`config.mk`:
```
export PLATFORM = sky130hd
export DESIGN_NAME = id_operand_fetch
export DESIGN_NICKNAME = d
export VERILOG_FILES = /design/src/rtl/id_operand_fetch.sv
export SDC_FILE = /design/constraint.sdc
export NUM_CORES = 1
export LEC_CHECK = 0
export CORE_AREA = 5 5 148 150
export CTS_CLUSTER_SIZE = 30
export DETAILED_ROUTE_END_ITERATION = 16
export DIE_AREA = 0 0 153 155
export PLACE_DENSITY = 0.78
export SLEW_MARGIN = 15
export SYNTH_ARGS = -nofsm -noshare
export SYNTH_HDL_FRONTEND = slang
export SYNTH_SLANG_ARGS = --single-unit
```
`constraint.sdc`:
```
create_clock -name clk -period 2.65 [get_ports clk]
set_input_delay 0.53 -clock clk [delete_from_list [all_inputs] [get_ports clk]]
set_output_delay 0.53 -clock clk [all_outputs]
set_load 0.01 [all_outputs]
```
`src/rtl/id_operand_fetch.sv`:
```
// Decode-side operand fetch: regfile read, EX/MEM/WB forwarding, load-use interlock,
// and a valid/ready output register feeding EX.
module id_operand_fetch #(
    parameter logic [31:0] RST_PC = 32'hbfc0_0000
) (
    input  logic        clk,
    input  logic        resetn,
    input  logic        in_valid,
    output logic        in_ready,
    input  logic [31:0] in_pc,
    input  logic [4:0]  in_rs,
    input  logic [4:0]  in_rt,
    input  logic        in_use_rs,
    input  logic        in_use_rt,
    input  logic [4:0]  in_dest,
    input  logic        in_wen,
    input  logic        in_is_load,
    output logic [4:0]  rf_raddr1,
    output logic [4:0]  rf_raddr2,
    input  logic [31:0] rf_rdata1,
    input  logic [31:0] rf_rdata2,
    input  logic        ex_valid,
    input  logic        ex_wen,
    input  logic        ex_is_load,
    input  logic [4:0]  ex_dest,
    input  logic [31:0] ex_result,
    input  logic        mem_valid,
    input  logic        mem_wen,
    input  logic        mem_data_ok,
    input  logic [4:0]  mem_dest,
    input  logic [31:0] mem_result,
    input  logic        wb_we,
    input  logic [4:0]  wb_waddr,
    input  logic [31:0] wb_wdata,
    input  logic        flush,
    output logic        out_valid,
    input  logic        out_ready,
    output logic [31:0] out_pc,
    output logic [31:0] out_src1,
    output logic [31:0] out_src2,
    output logic [4:0]  out_dest,
    output logic        out_wen,
    output logic        out_is_load,
    output logic [31:0] stall_cnt
);

    logic [1:0][4:0]  w_src;
    logic [1:0]       w_use;
    logic [1:0][31:0] w_rf;
    logic [1:0][31:0] w_opnd;
    logic [1:0]       w_haz;
    logic             w_hazard;
    logic             w_stall;
    logic             w_accept;

    logic             r_valid;
    logic [31:0]      r_pc;
    logic [31:0]      r_src1;
    logic [31:0]      r_src2;
    logic [4:0]       r_dest;
    logic             r_wen;
    logic             r_is_load;
    logic [31:0]      r_stall_cnt;

    assign rf_raddr1 = in_rs;
    assign rf_raddr2 = in_rt;

    assign w_src = {in_rt, in_rs};
    assign w_use = {in_use_rt, in_use_rs};
    assign w_rf  = {rf_rdata2, rf_rdata1};

    // Youngest producer wins; WB bypass covers the regfile's write-then-read-old window.
    always_comb begin
        w_opnd = '0;
        w_haz  = '0;
        for (int unsigned i = 0; i < 2; i++) begin
            if (w_src[i] == 5'd0 || !w_use[i]) begin
                w_opnd[i] = '0;
            end else if (ex_valid && ex_wen && ex_dest == w_src[i]) begin
                w_opnd[i] = ex_result;
                w_haz[i]  = ex_is_load;
            end else if (mem_valid && mem_wen && mem_dest == w_src[i]) begin
                w_opnd[i] = mem_result;
                w_haz[i]  = !mem_data_ok;
            end else if (wb_we && wb_waddr == w_src[i]) begin
                w_opnd[i] = wb_wdata;
            end else begin
                w_opnd[i] = w_rf[i];
            end
        end
    end

    // in_ready is built from the hazard term alone so it never depends on in_valid.
    assign w_hazard = |w_haz;
    assign w_stall  = in_valid & w_hazard;
    assign in_ready = flush | (!w_hazard & (!r_valid | out_ready));
    assign w_accept = in_valid & in_ready;

    always_ff @(posedge clk or negedge resetn) begin
        if (!resetn) begin
            r_valid   <= 1'b0;
            r_pc      <= RST_PC;
            r_src1    <= '0;
            r_src2    <= '0;
            r_dest    <= '0;
            r_wen     <= 1'b0;
            r_is_load <= 1'b0;
        end else if (flush) begin
            r_valid <= 1'b0;
        end else if (w_accept) begin
            r_valid   <= 1'b1;
            r_pc      <= in_pc;
            r_src1    <= w_opnd[0];
            r_src2    <= w_opnd[1];
            r_dest    <= in_dest;
            r_wen     <= in_wen;
            r_is_load <= in_is_load;
        end else if (out_ready) begin
            r_valid <= 1'b0;
        end
    end

    always_ff @(posedge clk or negedge resetn) begin
        if (!resetn) begin
            r_stall_cnt <= '0;
        end else if (w_stall && !flush && r_stall_cnt != '1) begin
            r_stall_cnt <= r_stall_cnt + 32'd1;
        end
    end

    assign out_valid   = r_valid;
    assign out_pc      = r_pc;
    assign out_src1    = r_src1;
    assign out_src2    = r_src2;
    assign out_dest    = r_dest;
    assign out_wen     = r_wen;
    assign out_is_load = r_is_load;
    assign stall_cnt   = r_stall_cnt;

endmodule
```
==> reports/metrics.cfg <==
[sta]
min_period_ns=2.61
max_slew_margin_pct=33.3
clock_skew_ns=0.00949
fin_tns_setup_ns=0
fin_hold_ws_ns=0.503
period_share_pct=98.4
hold_viol=0
report.final.slew_viol_count=0
setup_violations=0
tightestPinTransition_ns=0.998
fmax_mhz=383

[floorplan]
die_x_um=153
rows=53
ioPinCount=385
start_util_pct=38.6
dieHeight_um=155
core_area_mm2=0.0206
dieArea_mm2=0.0237

[grt]
grt_pass1_wl_um=49100
grt_pass1_vias=8774
antenna_found_initial=5
overflow=0
track_usage_pct=26.3
grt_max_degree=65

[power]
pwr-share-seq_pct=36.9
p_clk_share_pct=34.6
p_sw_share_pct=28.2
powerDensity_mw_per_mm2=514
power_frac_comb_pct=28.5
finalPower_uw=6910
p_switching_uw=1950
power.internal_uw=4960
p_leak_uw=0.00561
ir_drop_mv=0.376

[synthesis]
syn_inst=887
synth_edf_count=0
synthSimpleGateAreaFrac_pct=15.7
synth_top_area_cell=dfrtp_1
yosys_most_used_dff=dfrtp_1
async_flop_share_pct=100
ys_seq_elements=136
synth_top_area_share_pct=40.1
ys_warn_count=0
synth_top_family_by_area=simple AND/OR/NAND/NOR gates
syn_avg_cell_area_um2=8.94
synthDistinctLibCells=43
syn_area_mm2=0.00793
syn-num-nets=1126
synthAdderAreaFrac_pct=0.158
synth_area_leaders=dfrtp_1 40%, mux2i_1 8.1%, nand2_1 7.3%
synth_xor_area_share_pct=6.74
synth_compound_area_share_pct=13.2
ys_seq_area_share_pct=43.0
synth_mux_area_share_pct=14.0

[worst_setup_path]
endpoint_kind=primary output
reg2reg_depth=10
cp.arrival_ns=2.08
crit_required_ns=2.12
rr_endpoint=stall_cnt[13]$_DFFE_PN0P_
start_kind=input port
cp-startpoint=ex_is_load
path_class=input port to primary output
worstReg2RegStart=stall_cnt[0]$_DFFE_PN0P_
crit_fanout=2
ff2ff_setup_slack_ns=0.53

[route]
via_count=8576
via_per_inst=5.34
drt-pass1-iter-count=5
wire_per_inst_um=20.1
ant_nets=0
finalWirelength_um=32300
drc=0
drtIter0Drc=567

[place]
port_buffers=384
dp_hpwl_um=24900
gp_congestion=0.931

[clocking]
numCtsBuffers=17
cts_tree=built
clock_sinks=136
clock_path_buffers=2
cts-htree-levels=4
cts_root_buffer=clkbuf_16
clk_pin_slew_ns=0.06
clkLatencyLatePin_ns=0.42

[hold_path]
whs_path_depth=1
min_to=out_pc[0]$_DFFE_PN0P_
hp-start=out_pc[0]$_DFFE_PN0P_
hold_class=register to register

[cells_and_area]
layout_common_cells=359 x clkdlybuf4s50_1, 151 x nand2_1, 127 x dfrtp_1, 66 x inv_1, 66 x a21oi_1
nFillCells=1662
drive_gt1_share_pct=14.8
nets=1553
syn2layout_area_growth_pct=69.4
mostFrequentLayoutCell=clkdlybuf4s50_1

[outcome]
outcome=completed

[run]
drv_cap=0

## worst max path at each step
stage                                to  slack (ns)  depth (start not counted)
2_1_floorplan                  in_ready        0.04                          7
3_3_place_gp                   in_ready       -0.70                          8
3_5_place_dp                   in_ready       -0.73                          8
4_1_cts        out_src1[27]$_DFFE_PN0P_       0.002                         10
5_1_grt         out_src1[0]$_DFFE_PN0P_      -0.009                         11
6_report                       in_ready        0.04                          6
## final cells by class
cell class                 count  area, um2  area share [%]
tap                          275        344            2.56
inverter                      66        248            1.84
multi-input combinational    620       4020            29.9
clock buffer                  19        443            3.30
timing repair buffer         473       4810            35.8
sequential                   136       3410            25.4
clock inverter                13        145            1.08
antenna                        5       12.5          0.0931
## power groups by stage
stage          clock, uW  combinational (uW)  sequential (uW)
2_1_floorplan          0                 526             2690
3_5_place_dp           0                1960             2580
5_1_grt             2530                2100             2590
6_report            2390                1970             2550
4_1_cts             2430                1970             2550
3_3_place_gp           0                1920             2580
## metal layers
| layer | track usage (%) | part of all wire (%) | wire length [um] |
|---|---|---|---|
| met1 | 30.8 | 38 | 12400 |
| met2 | 45.2 | 48 | 15600 |
| met3 | 7.87 | 9.5 | 3080 |
| met4 | 10.8 | 3.6 | 1170 |
| met5 | 0 | 0.034 | 11 |
## cells in the mapped netlist, types with 21 or more instances
library cell  number
a31oi_1           32
xnor2_1           40
clkbuf_1          39
mux2_2            34
dfrtp_1          127
nor2_1            43
nand2_1          154
o21ai_0           32
a21oi_1           67
inv_1             66
xor2_1            21
nand3_1           27
mux2i_1           64
a311oi_1          32
## registers in the layout (all words and copies together) (netlist names)
| name | cells |
|---|---|
| out_pc | 32 |
| out_is_load | 1 |
| out_valid | 1 |
| out_src1 | 32 |
| out_dest | 5 |
| out_wen | 1 |
| out_src2 | 32 |
| stall_cnt | 32 |
## through the flow
stage | util [%] | worst slack [ns] | area [um2] | instances
2_1_floorplan | - | 0.0393 | 7930 | 887
4_1_cts | 65.1 | 0.00198 | 13400 | 1598
5_1_grt | 65.4 | -0.00884 | 13400 | 1606
3_5_place_dp | 62.1 | -0.731 | 12800 | 1562
3_3_place_gp | 62.1 | -0.701 | 12800 | 1562
6_report | 65.4 | 0.0423 | 13400 | 1607
## kinds of logic (layout without fill, tap and decap cells)
kind of cell	count (synthesis)	count (layout)
DFF	136	136
AOI/OAI and AO/OA	171	171
other	0	5
adders and majority gates	1	1
buffers and inverters	131	571
and+or+nand+nor	283	283
xor gates and xnor gates	61	61
muxes	104	104
## repair_timing
action / 4_1_cts / 5_1_grt
pin swaps: 12 / 10
gates resized for setup: 44 / 16
setup buffers: 3 / 3
cloned: 0 / 1
endpoints found under the hold margin: 8 / 0
hold buffers: 1 / 0
setup endpoints to repair: 123 / 71
## worst max-delay path, stage by stage
cell             delay, ns
clkdlybuf4s50_1       0.48
nor4_1                0.41
a221o_1               0.30
o21ai_4               0.08
o21bai_1              0.12
buf_2                 0.16
(Power assumes the default switching activity.)
